**src/rtl/fft_ram_pkg.sv**
```systemverilog
// Shared defaults and requester encoding for the FFT RAM arbiter.
package fft_ram_pkg;

  localparam int unsigned ADDR_W    = 8;
  localparam int unsigned DATA_W    = 16;
  localparam int unsigned BURST_MAX = 4;

  typedef enum logic {
    REQ_A = 1'b0,
    REQ_B = 1'b1
  } req_id_e;

endpackage

```
**src/rtl/rr_port_arb.sv**
```systemverilog
// Two-way round-robin arbiter for one RAM port, with a burst limit that only
// applies while both requesters are contending.
module rr_port_arb #(
  parameter int unsigned BURST_MAX = fft_ram_pkg::BURST_MAX
) (
  input  logic CLK,
  input  logic RST,
  input  logic want_a,
  input  logic want_b,
  output logic gnt_a,
  output logic gnt_b
);
  import fft_ram_pkg::*;

  localparam logic [3:0] BurstLast = 4'(BURST_MAX - 1);

  req_id_e    prio_q, prio_d;
  logic [3:0] cnt_q, cnt_d;

  always_comb begin
    gnt_a  = 1'b0;
    gnt_b  = 1'b0;
    prio_d = prio_q;
    cnt_d  = 4'd0;
    if (!RST) begin
      if (want_a && want_b) begin
        gnt_a = (prio_q == REQ_A);
        gnt_b = !gnt_a;
        // Hand priority over after the holder's last allowed contended grant.
        if (cnt_q == BurstLast) begin
          prio_d = (prio_q == REQ_A) ? REQ_B : REQ_A;
        end else begin
          cnt_d = cnt_q + 4'd1;
        end
      end else if (want_a) begin
        gnt_a  = 1'b1;
        prio_d = REQ_A;
      end else if (want_b) begin
        gnt_b  = 1'b1;
        prio_d = REQ_B;
      end
    end
  end

  always_ff @(posedge CLK) begin
    if (RST) begin
      prio_q <= REQ_A;
      cnt_q  <= 4'd0;
    end else begin
      prio_q <= prio_d;
      cnt_q  <= cnt_d;
    end
  end

endmodule

```
**src/rtl/fft_ram_arbiter.sv**
```systemverilog
// Shares one 256x16 block RAM between the sample loader (A) and the FFT core (B),
// arbitrating the read and write ports independently.
module fft_ram_arbiter #(
  parameter int unsigned ADDR_W    = fft_ram_pkg::ADDR_W,
  parameter int unsigned DATA_W    = fft_ram_pkg::DATA_W,
  parameter int unsigned BURST_MAX = fft_ram_pkg::BURST_MAX
) (
  input  logic              CLK,
  input  logic              RST,
  input  logic              a_req,
  input  logic              a_we,
  input  logic [ADDR_W-1:0] a_addr,
  input  logic [DATA_W-1:0] a_wdata,
  output logic              a_ready,
  output logic              a_rvalid,
  output logic [DATA_W-1:0] a_rdata,
  input  logic              b_req,
  input  logic              b_we,
  input  logic [ADDR_W-1:0] b_addr,
  input  logic [DATA_W-1:0] b_wdata,
  output logic              b_ready,
  output logic              b_rvalid,
  output logic [DATA_W-1:0] b_rdata,
  output logic [ADDR_W-1:0] ram_raddr,
  output logic              ram_re,
  input  logic [DATA_W-1:0] ram_rdata,
  output logic [ADDR_W-1:0] ram_waddr,
  output logic [DATA_W-1:0] ram_wdata,
  output logic              ram_we,
  output logic [DATA_W-1:0] ram_mask
);
  import fft_ram_pkg::*;

  logic rd_gnt_a, rd_gnt_b, wr_gnt_a, wr_gnt_b;

  rr_port_arb #(
    .BURST_MAX(BURST_MAX)
  ) u_rd_arb (
    .CLK   (CLK),
    .RST   (RST),
    .want_a(a_req && !a_we),
    .want_b(b_req && !b_we),
    .gnt_a (rd_gnt_a),
    .gnt_b (rd_gnt_b)
  );

  rr_port_arb #(
    .BURST_MAX(BURST_MAX)
  ) u_wr_arb (
    .CLK   (CLK),
    .RST   (RST),
    .want_a(a_req && a_we),
    .want_b(b_req && b_we),
    .gnt_a (wr_gnt_a),
    .gnt_b (wr_gnt_b)
  );

  logic [ADDR_W-1:0] raddr_q, waddr_q;
  logic [DATA_W-1:0] wdata_q;
  logic              rd_pend_q;
  req_id_e           rd_owner_q;

  assign a_ready  = rd_gnt_a || wr_gnt_a;
  assign b_ready  = rd_gnt_b || wr_gnt_b;
  assign ram_mask = '0;

  // Idle ports keep presenting the last address/data they carried.
  always_comb begin
    ram_re    = rd_gnt_a || rd_gnt_b;
    ram_we    = wr_gnt_a || wr_gnt_b;
    ram_raddr = raddr_q;
    ram_waddr = waddr_q;
    ram_wdata = wdata_q;
    if (rd_gnt_a) ram_raddr = a_addr;
    if (rd_gnt_b) ram_raddr = b_addr;
    if (wr_gnt_a) begin
      ram_waddr = a_addr;
      ram_wdata = a_wdata;
    end
    if (wr_gnt_b) begin
      ram_waddr = b_addr;
      ram_wdata = b_wdata;
    end
  end

  always_ff @(posedge CLK) begin
    if (RST) begin
      raddr_q    <= '0;
      waddr_q    <= '0;
      wdata_q    <= '0;
      rd_pend_q  <= 1'b0;
      rd_owner_q <= REQ_A;
    end else begin
      raddr_q   <= ram_raddr;
      waddr_q   <= ram_waddr;
      wdata_q   <= ram_wdata;
      rd_pend_q <= ram_re;
      if (ram_re) rd_owner_q <= rd_gnt_b ? REQ_B : REQ_A;
    end
  end

  always_comb begin
    a_rvalid = rd_pend_q && (rd_owner_q == REQ_A);
    b_rvalid = rd_pend_q && (rd_owner_q == REQ_B);
    a_rdata  = a_rvalid ? ram_rdata : '0;
    b_rdata  = b_rvalid ? ram_rdata : '0;
  end

endmodule

```
**config.mk**
```make
export PLATFORM = sky130hd
export DESIGN_NAME = fft_ram_arbiter
export DESIGN_NICKNAME = d
export VERILOG_FILES = /design/src/rtl/fft_ram_pkg.sv /design/src/rtl/rr_port_arb.sv /design/src/rtl/fft_ram_arbiter.sv
export SDC_FILE = /design/constraint.sdc
export NUM_CORES = 1
export LEC_CHECK = 0
export CAP_MARGIN = 20
export CORE_MARGIN = 4
export CORE_UTILIZATION = 29
export CTS_BUF_LIST = sky130_fd_sc_hd__clkbuf_4 sky130_fd_sc_hd__clkbuf_8
export DETAILED_ROUTE_END_ITERATION = 8
export GPL_TIMING_DRIVEN = 0
export PLACE_DENSITY = 0.65
export SLEW_MARGIN = 20
export SYNTH_ARGS = -nofsm -noshare
export SYNTH_HDL_FRONTEND = slang
export SYNTH_HIERARCHICAL = 1
export SYNTH_SLANG_ARGS = --single-unit
export TNS_END_PERCENT = 100
```
**constraint.sdc**
```tcl
create_clock -name CLK -period 2.32 [get_ports CLK]
set_clock_uncertainty 0.2 [all_clocks]
set_input_delay 0.464 -clock CLK [delete_from_list [all_inputs] [get_ports CLK]]
set_output_delay 0.464 -clock CLK [all_outputs]
set_load 0.005 [all_outputs]
```
# Word-level counts from Yosys, hierarchy flattened
# Index checks and enable logic that the tools add are counted.
# classes
add_sub_neg	2
eq_ne	4
n_mux	33
bitwise	5
reduce_logical	20
# ops
cell	n
$mux W16	4
$mux W8	4
$mux W1	25
$add A4 B1 Y4 const B	2
$eq A4 B2 Y1 const B	2
$logic_and A1 B1 Y1	8
$reduce_bool A3 Y1	2
$reduce_or A3 Y1	2
$not A1 Y1	5
$logic_or A1 B1 Y1	4
$ne A2 B2 Y1 const B	2
$reduce_and A2 Y1	2
$logic_not A1 Y1	2
# word_totals
register_bits	44
inputBits	70
wordCells	73

# Depth between registers and ports, before layout
# depth
depth_word	7
depth_mapped	7

# Hierarchy
# The synthesis kept the hierarchy.
# by_module_without_submodules
module	n_inst	cells_per_inst	area_each_um2
fft_ram_arbiter	1	246	2137.0
rr_port_arb	2	24	221.5

# Worst setup path before layout
# Ideal clock, no wire load.
# synth_timing
kind	input to output
start	input b_req
end	output ram_raddr[0]
arrival_time_ns	1.573
required_time_ns	1.656
path_slack_ns	0.083
cell_stages	6
path_buffers	2
cell_sequence	nor2b_1 -> o211a_1 -> clkbuf_2 -> clkinv_1 -> buf_2 -> a21oi_1
# synth_between
elab_chain_len	6
elab_cells_between_ends	10
cone_classes	8 x mux; 2 x reduce/logical
# synth_rtl
item	line_no	rtl
from (decl)	fft_ram_arbiter.sv:17	input logic b_req,
$logic_and A1 B1 Y1 *	fft_ram_arbiter.sv:42	.want_b(b_req && !b_we),
$mux W1	rr_port_arb.sv:38	end else if (want_b) begin
$mux W1	rr_port_arb.sv:35	end else if (want_a) begin
$mux W1 *	rr_port_arb.sv:26	if (want_a && want_b) begin
$mux W1 *	rr_port_arb.sv:25	if (!RST) begin
named net rd_gnt_b	fft_ram_arbiter.sv:34	logic rd_gnt_a, rd_gnt_b, wr_gnt_a, wr_gnt_b;
$mux W8 *	fft_ram_arbiter.sv:75	if (rd_gnt_b) ram_raddr = b_addr;
to (decl)	fft_ram_arbiter.sv:24	output logic [ADDR_W-1:0] ram_raddr,
# Mark *: on every way through the listed nets, which the timed path passes. The rest lies on a longest branch.

# Worst setup path after layout
# layout_timing
start	input b_req
end	output ram_wdata[5]
# layout_between
elab_chain_len	6
elab_cells_between_ends	10
cone_classes	8 x mux; 2 x reduce/logical
# layout_rtl
item	line_no	rtl
$logic_and A1 B1 Y1	fft_ram_arbiter.sv:53	.want_b(b_req && b_we),
$logic_and A1 B1 Y1	rr_port_arb.sv:26	
$mux W1	rr_port_arb.sv:26	
$mux W1	rr_port_arb.sv:25	
named net wr_gnt_a	fft_ram_arbiter.sv:34	
$mux W16	fft_ram_arbiter.sv:76	if (wr_gnt_a) begin
$mux W16	fft_ram_arbiter.sv:80	if (wr_gnt_b) begin
to (decl)	fft_ram_arbiter.sv:28	output logic [DATA_W-1:0] ram_wdata,
# The timed path passes the listed nets, and every way through them passes these cells.

==> reports/results.tsv <==
metric	value	unit
status	complete, but fails checks	
failing checks	setup timing	
number of synthesized flops with an enable pin	0	
core area	8680	sq um
maxcap violations	0	
TritonCTS clock tree	done	
asr flop ratio synth	0	
Initial DRT Pass Iterations	4	
cell family with most CP delay	buffers and inverters	
fin cells	639	
Inst Count DP	556	
Leakage	2.54	nW
min Tclk post-route	2.55	ns
Rel. slew slack	0.568	
Remaining DRCs	0	
pre-CTS setup slack	-1.27	ns
crit-path cells	buf_6 -> and2_4 -> a211oi_4 -> buf_6 -> buf_12 -> buf_12 -> buf_12 -> mux2i_1 -> a21oi_1 -> buf_2	
root buf cell	clkbuf_8	
synth-to-layout area growth	113	%
# nets final	602	
#FFs+latches synth	44	
placer congestion estimate	0.788	
Pwr per Cell Area	382	nW/um^2
most common cell after layout, fill and taps aside	clkdlybuf4s50_1	
die width	102	um
vias in the first global route	3123	
Core Util, Final	0.632	
port bufs	139	
first-pass GRT wire length	14.9	mm
number of diodes	0	
CP startpoint kind	input port	
Inserted Clock Buffers	5	
HPWL Detailed	6.86	mm
Top cell by count, worst path	buf_12	
most frequent cells in the layout	clkdlybuf4s50_1, buf_4, dfxtp_1, buf_2, a211oi_1	
Cell Int Power	1.53	mW
area of the mapped netlist	2580	sq um
Post-CTS Hold Buffers	0	
Seq pwr share	0.395	
First DRT Iteration DRCs	85	
Seq/Total Area, Yosys	0.341	
post-layout worst setup margin	-0.233	ns
Fillers	733	
unrepaired setup endpoints after global routing	true	
maximum vdd ir drop	221	uV
Placed Area	4160	sq um
critical path fanouts, max	5	
largest cells by area after synthesis	dfxtp_1, mux2i_1, a211oi_1	
CTS Buffer Depth	2	
Slew @ Worst Pin	0.648	ns
Psw	0.569	mW
io pins	156	
WL/cell	15.9	um
Critical Path AT	1.89	ns
Die Footprint	10500	sq um
Post-Route WL	10.2	mm
antenna violations before repair	0	
Synth Warn #	6	
Starting Density	0.297	
CP Buf/Inv Count	6	
via count	3019	
Synth area leader	dfxtp_1	
post-synth top area share	0.341	
DR vias/cell	4.72	
CTS Sinks	44	
distinct cell type count after synthesis	31	
nature of the critical path endpoint	primary output	
final setup TNS	-4.18	ns
CTS H-tree depth	2	
Crit Path Class	input port to primary output	
final setup violation count	31	
fin crit share	1.10	
clk_lat worst skew	0.29	ns
clk slew on worst S/H paths	0.08	ns
Vert. Die Dim	102	um
share of layout cells above drive strength 1	0.429	
HP Class	flip-flop to flip-flop	
Worst EP required	1.66	ns
Comb pwr share	0.355	
Switching Share	0.272	
clock network power share	0.250	
critical path's largest stage delay	0.22	ns
antenna viol nets, final	0	
Slowest-stage cell, CP	mux2i_1	
endpoints failing hold	0	
Avg Cell Area, Syn	8.78	sq um
pin count of the biggest net entering global routing	19	
overall fraction of global-route tracks in use	0.180	
fin area	5480	sq um
Overflow after GRT	0	
Synth Flop Type	dfxtp_1	
Max Freq	392	MHz
Rows	34	
Pins Over Slew Limit	0	
cell count after synthesis	294	
-- power by group through the flow --
| stage | logic, mW | clock network (mW) | registers (mW) |
|---|---|---|---|
| 6_report | 0.743 | 0.525 | 0.828 |
| 5_1_grt | 0.796 | 0.569 | 0.832 |
| 4_1_cts | 0.676 | 0.532 | 0.821 |
| 3_5_place_dp | 0.540 | 0 | 0.831 |
| 3_3_place_gp | 0.535 | 0 | 0.829 |
| 2_1_floorplan | 0.219 | 0 | 0.825 |
-- metrics by stage --
step | hold WS, ns | power [mW]
floorplan | 0.218 | 1.04
global placement | 0.231 | 1.36
detailed placement | 0.247 | 1.37
CTS | 0.243 | 2.03
global route | 0.281 | 2.20
finish | 0.254 | 2.10
-- final timing paths --
| path | start | to | slack (ns) | cells past startpoint |
|---|---|---|---|---|
| worst max register to register | u_wr_arb/prio_q | waddr_q[3] | 0.31 | 9 |
| worst max-delay path | b_req | ram_wdata[5] | -0.23 | 10 |
| worst min register to register | u_rd_arb/cnt_q[0] | u_rd_arb/cnt_q[0] | 0.25 | 1 |
| worst min-delay path | u_rd_arb/cnt_q[0] | u_rd_arb/cnt_q[0] | 0.25 | 1 |
-- Yosys cell counts, types with 3 or more instances --
| library cell | instances |
|---|---|
| inv_1 | 7 |
| buf_2 | 4 |
| a211oi_1 | 34 |
| buf_4 | 17 |
| a21oi_1 | 33 |
| or2_2 | 3 |
| nor2b_1 | 35 |
| nor2_1 | 8 |
| nand3_1 | 4 |
| and2_1 | 19 |
| and3_1 | 16 |
| clkbuf_1 | 11 |
| mux2i_1 | 32 |
| dfxtp_1 | 44 |
-- layer usage --
metal | part of all wire | track usage | vias up
li1 | - | - | 1483
met1 | 0.37 | 0.197 | 1403
met2 | 0.54 | 0.347 | 117
met3 | 0.077 | 0.0369 | 16
met4 | 0.018 | 0.0484 | 0
met5 | 0 | 0 | -
-- cell families after synthesis --
group / count (synthesis) / synth area share
compound gates: 73 / 0.179
mux: 32 / 0.124
flops: 44 / 0.341
simple gates: 94 / 0.224
xor+xnor: 4 / 0.0136
buf+inv: 44 / 0.107
fa+ha+maj: 2 / 0.00970
other cells: 1 / 0.00145
-- final cells by class --
type / count / area (sq um) / share of cell area
Inverter: 8 / 52.6 / 0.00958
Buffer: 34 / 309 / 0.0564
Timing Repair Buffer: 216 / 2050 / 0.373
Multi-Input combinational cell: 221 / 1950 / 0.356
Tap cell: 108 / 135 / 0.0246
Sequential cell: 44 / 893 / 0.163
Clock buffer: 8 / 97.6 / 0.0178
-- state kept, by name, indices dropped and copies added, names as in the netlist --
| register | cells |
|---|---|
| wdata_q | 16 |
| raddr_q | 8 |
| waddr_q | 8 |
| u_rd_arb/cnt_q | 4 |
| u_wr_arb/cnt_q | 4 |
| rd_owner_q | 1 |
| rd_pend_q | 1 |
| u_rd_arb/prio_q | 1 |
| u_wr_arb/prio_q | 1 |
-- timing repair --
item / in CTS / in global routing
pin swaps: 35 / 13
endpoints found under the setup margin: 64 / 60
endpoints found under the hold margin: 0 / 0
gates cloned: 4 / 1
setup buffers: 66 / 11
resized for setup: 274 / 80
Note: power is estimated with default switching activity, not from simulation.
==> variant (same flow settings) <==
Change the package constant `ADDR_W` from 8 to 9.
--- a/src/rtl/fft_ram_pkg.sv
+++ b/src/rtl/fft_ram_pkg.sv
@@ -3,3 +3,3 @@
 
-  localparam int unsigned ADDR_W    = 8;
+  localparam int unsigned ADDR_W    = 9;
   localparam int unsigned DATA_W    = 16;
Ports: changed (resized a_addr, b_addr, ram_raddr and ram_waddr); port bits go from 156 to 160. The function was not compared with the original's and may differ.
==> variant against the original RTL <==
- critical path type unchanged
- power is 9.4% higher
- area after synthesis is 8.2% higher
- highest routed layer unchanged
- the run still ends with setup timing left
- worst setup slack better by 0.020 ns
- fmax is 0.79% higher
- final area is 8.4% higher
- sequential cell count is 2 higher
- wire length is 9.9% higher
- non-clock buffer count is 28 higher
==> variant: results (changes against the original RTL) <==
cells after synthesis 305 (+3.7%); WL met3 705 µm (-9.6%); ratio of cells with drive above 1 in the final layout 0.499 (+0.0697); Layout Utilization 0.640 (+0.00825); DR WL/cell 16.0 µm (+0.63%); Diodes inserted 0 (unchanged); post-synthesis sequential area ratio 0.330 (-0.0115); Setup-failing EPs final 35 (+13%); Worst Path Arrival 1.87 ns (-0.02 ns); Vias 3277 (+8.5%); Regs by FF count wdata_q x16, raddr_q x9, waddr_q x9; Peak supply drop 0.274 mV (+24%); CP max-delay cell mux2i_4; cell leakage power 2.47 nW (-2.8%); final setup margin -0.213 ns (+0.0200 ns); outcome finished with violations; PortBufs 143 (+2.9%); gr usage total 0.181 (+0.00128); slowest stage delay, CP 0.22 ns (about the same); most frequent cells after synthesis 46 x dfxtp_1, 37 x nor2b_1, 35 x a21oi_1; failing checks setup timing; Final nets 642 (+6.6%); synth top area cells dfxtp_1 33%, mux2i_1 12%, nor2b_1 8.3%; Routability Congestion 0.808 (+2.5%); placed cells 592 (+6.5%); Async SR Flop Fraction 0 (unchanged); Post-Route M1 WL 4.39 mm (+17%); Placement Cell Area 0.00444 mm² (+6.7%); Iter 0 DRT Violations 79 (-7.1%); drt via density 4.69 (-0.63%); vias in the first global route 3237 (+3.7%); detailed placer's ending HPWL 7.23 mm (+5.4%); Top Metal Used met4; first-pass GRT wire length 16.3 mm (+9.1%); worst-skew pair later-pin latency 0.29 ns (about the same); DR WL met2 5.86 mm (+7.4%); Filler cells 805 (+9.8%); P_int 1.66 mW (+8.7%); Initial DRT Pass Iterations 4 (unchanged); htree depth 2 (unchanged); largest net degree at the start of global routing 14 (-5)
variant: final cells by class:
type / instances / share of cell area
Buffer: 36 / 0.0535
Clock buffer: 8 / 0.0185
Inverter: 8 / 0.00632
Multi-Input combinational cell: 229 / 0.363
Sequential cell: 46 / 0.158
Tap cell: 129 / 0.0272
Timing Repair Buffer: 242 / 0.374
variant: what timing repair did:
item	4_1_cts	5_1_grt
pin swaps	37	14
setup buffers	68	27
cloned	3	1
hold buffers	0	0
setup endpoints to repair	65	58
gates resized for setup	294	52
variant: metrics by stage:
stage               TNS (ns)  hold slack, ns  setup WS (ns)
finish                 -3.55           0.254         -0.213
global placement      -44.33           0.230          -1.12
global route           -5.70           0.250         -0.280
detailed placement    -44.79           0.243          -1.14
floorplan                  0           0.218         0.0447
CTS                    -3.86           0.250         -0.243
variant: path summary, 6_finish.rpt:
check / start / endpoint / slack [ns] / cells past startpoint
max: b_req / ram_wdata[8] / -0.21 / 10
max reg2reg: u_rd_arb/prio_q / raddr_q[6] / 0.35 / 9
min: u_wr_arb/cnt_q[0] / u_wr_arb/cnt_q[0] / 0.25 / 1
min reg2reg: u_wr_arb/cnt_q[0] / u_wr_arb/cnt_q[0] / 0.25 / 1
variant: layer usage:
metal | vias to the layer above | GRT usage
met4 | 0 | 0.0518
li1 | 1575 | -
met1 | 1548 | 0.207
met3 | 18 | 0.0395
met2 | 136 | 0.336
met5 | - | 0
variant: power by group through the flow:
stage	clock [mW]	sequential [mW]	combinational (mW)
2_1_floorplan	0	0.864	0.250
3_5_place_dp	0	0.869	0.586
4_1_cts	0.594	0.864	0.746
3_3_place_gp	0	0.866	0.580
6_report	0.584	0.867	0.842
5_1_grt	0.623	0.871	0.898
variant: logic make-up after synthesis:
logic type / after synthesis / share of synthesized area
and+or+nand+nor: 96 / 0.213
AOI/OAI and AO/OA: 77 / 0.207
DFF: 46 / 0.330
buffers and inverters: 45 / 0.105
muxes: 34 / 0.122
xor gates and xnor gates: 4 / 0.0126
adders and majority gates: 2 / 0.00896
other: 1 / 0.00134
variant: worst register-to-register path, delay by kind of cell (launching register included):
kind	cells	cell delay, ns
DFF	1	0.37
muxes	1	0.07
AOI/OAI and AO/OA	2	0.50
buffers and inverters	6	0.75
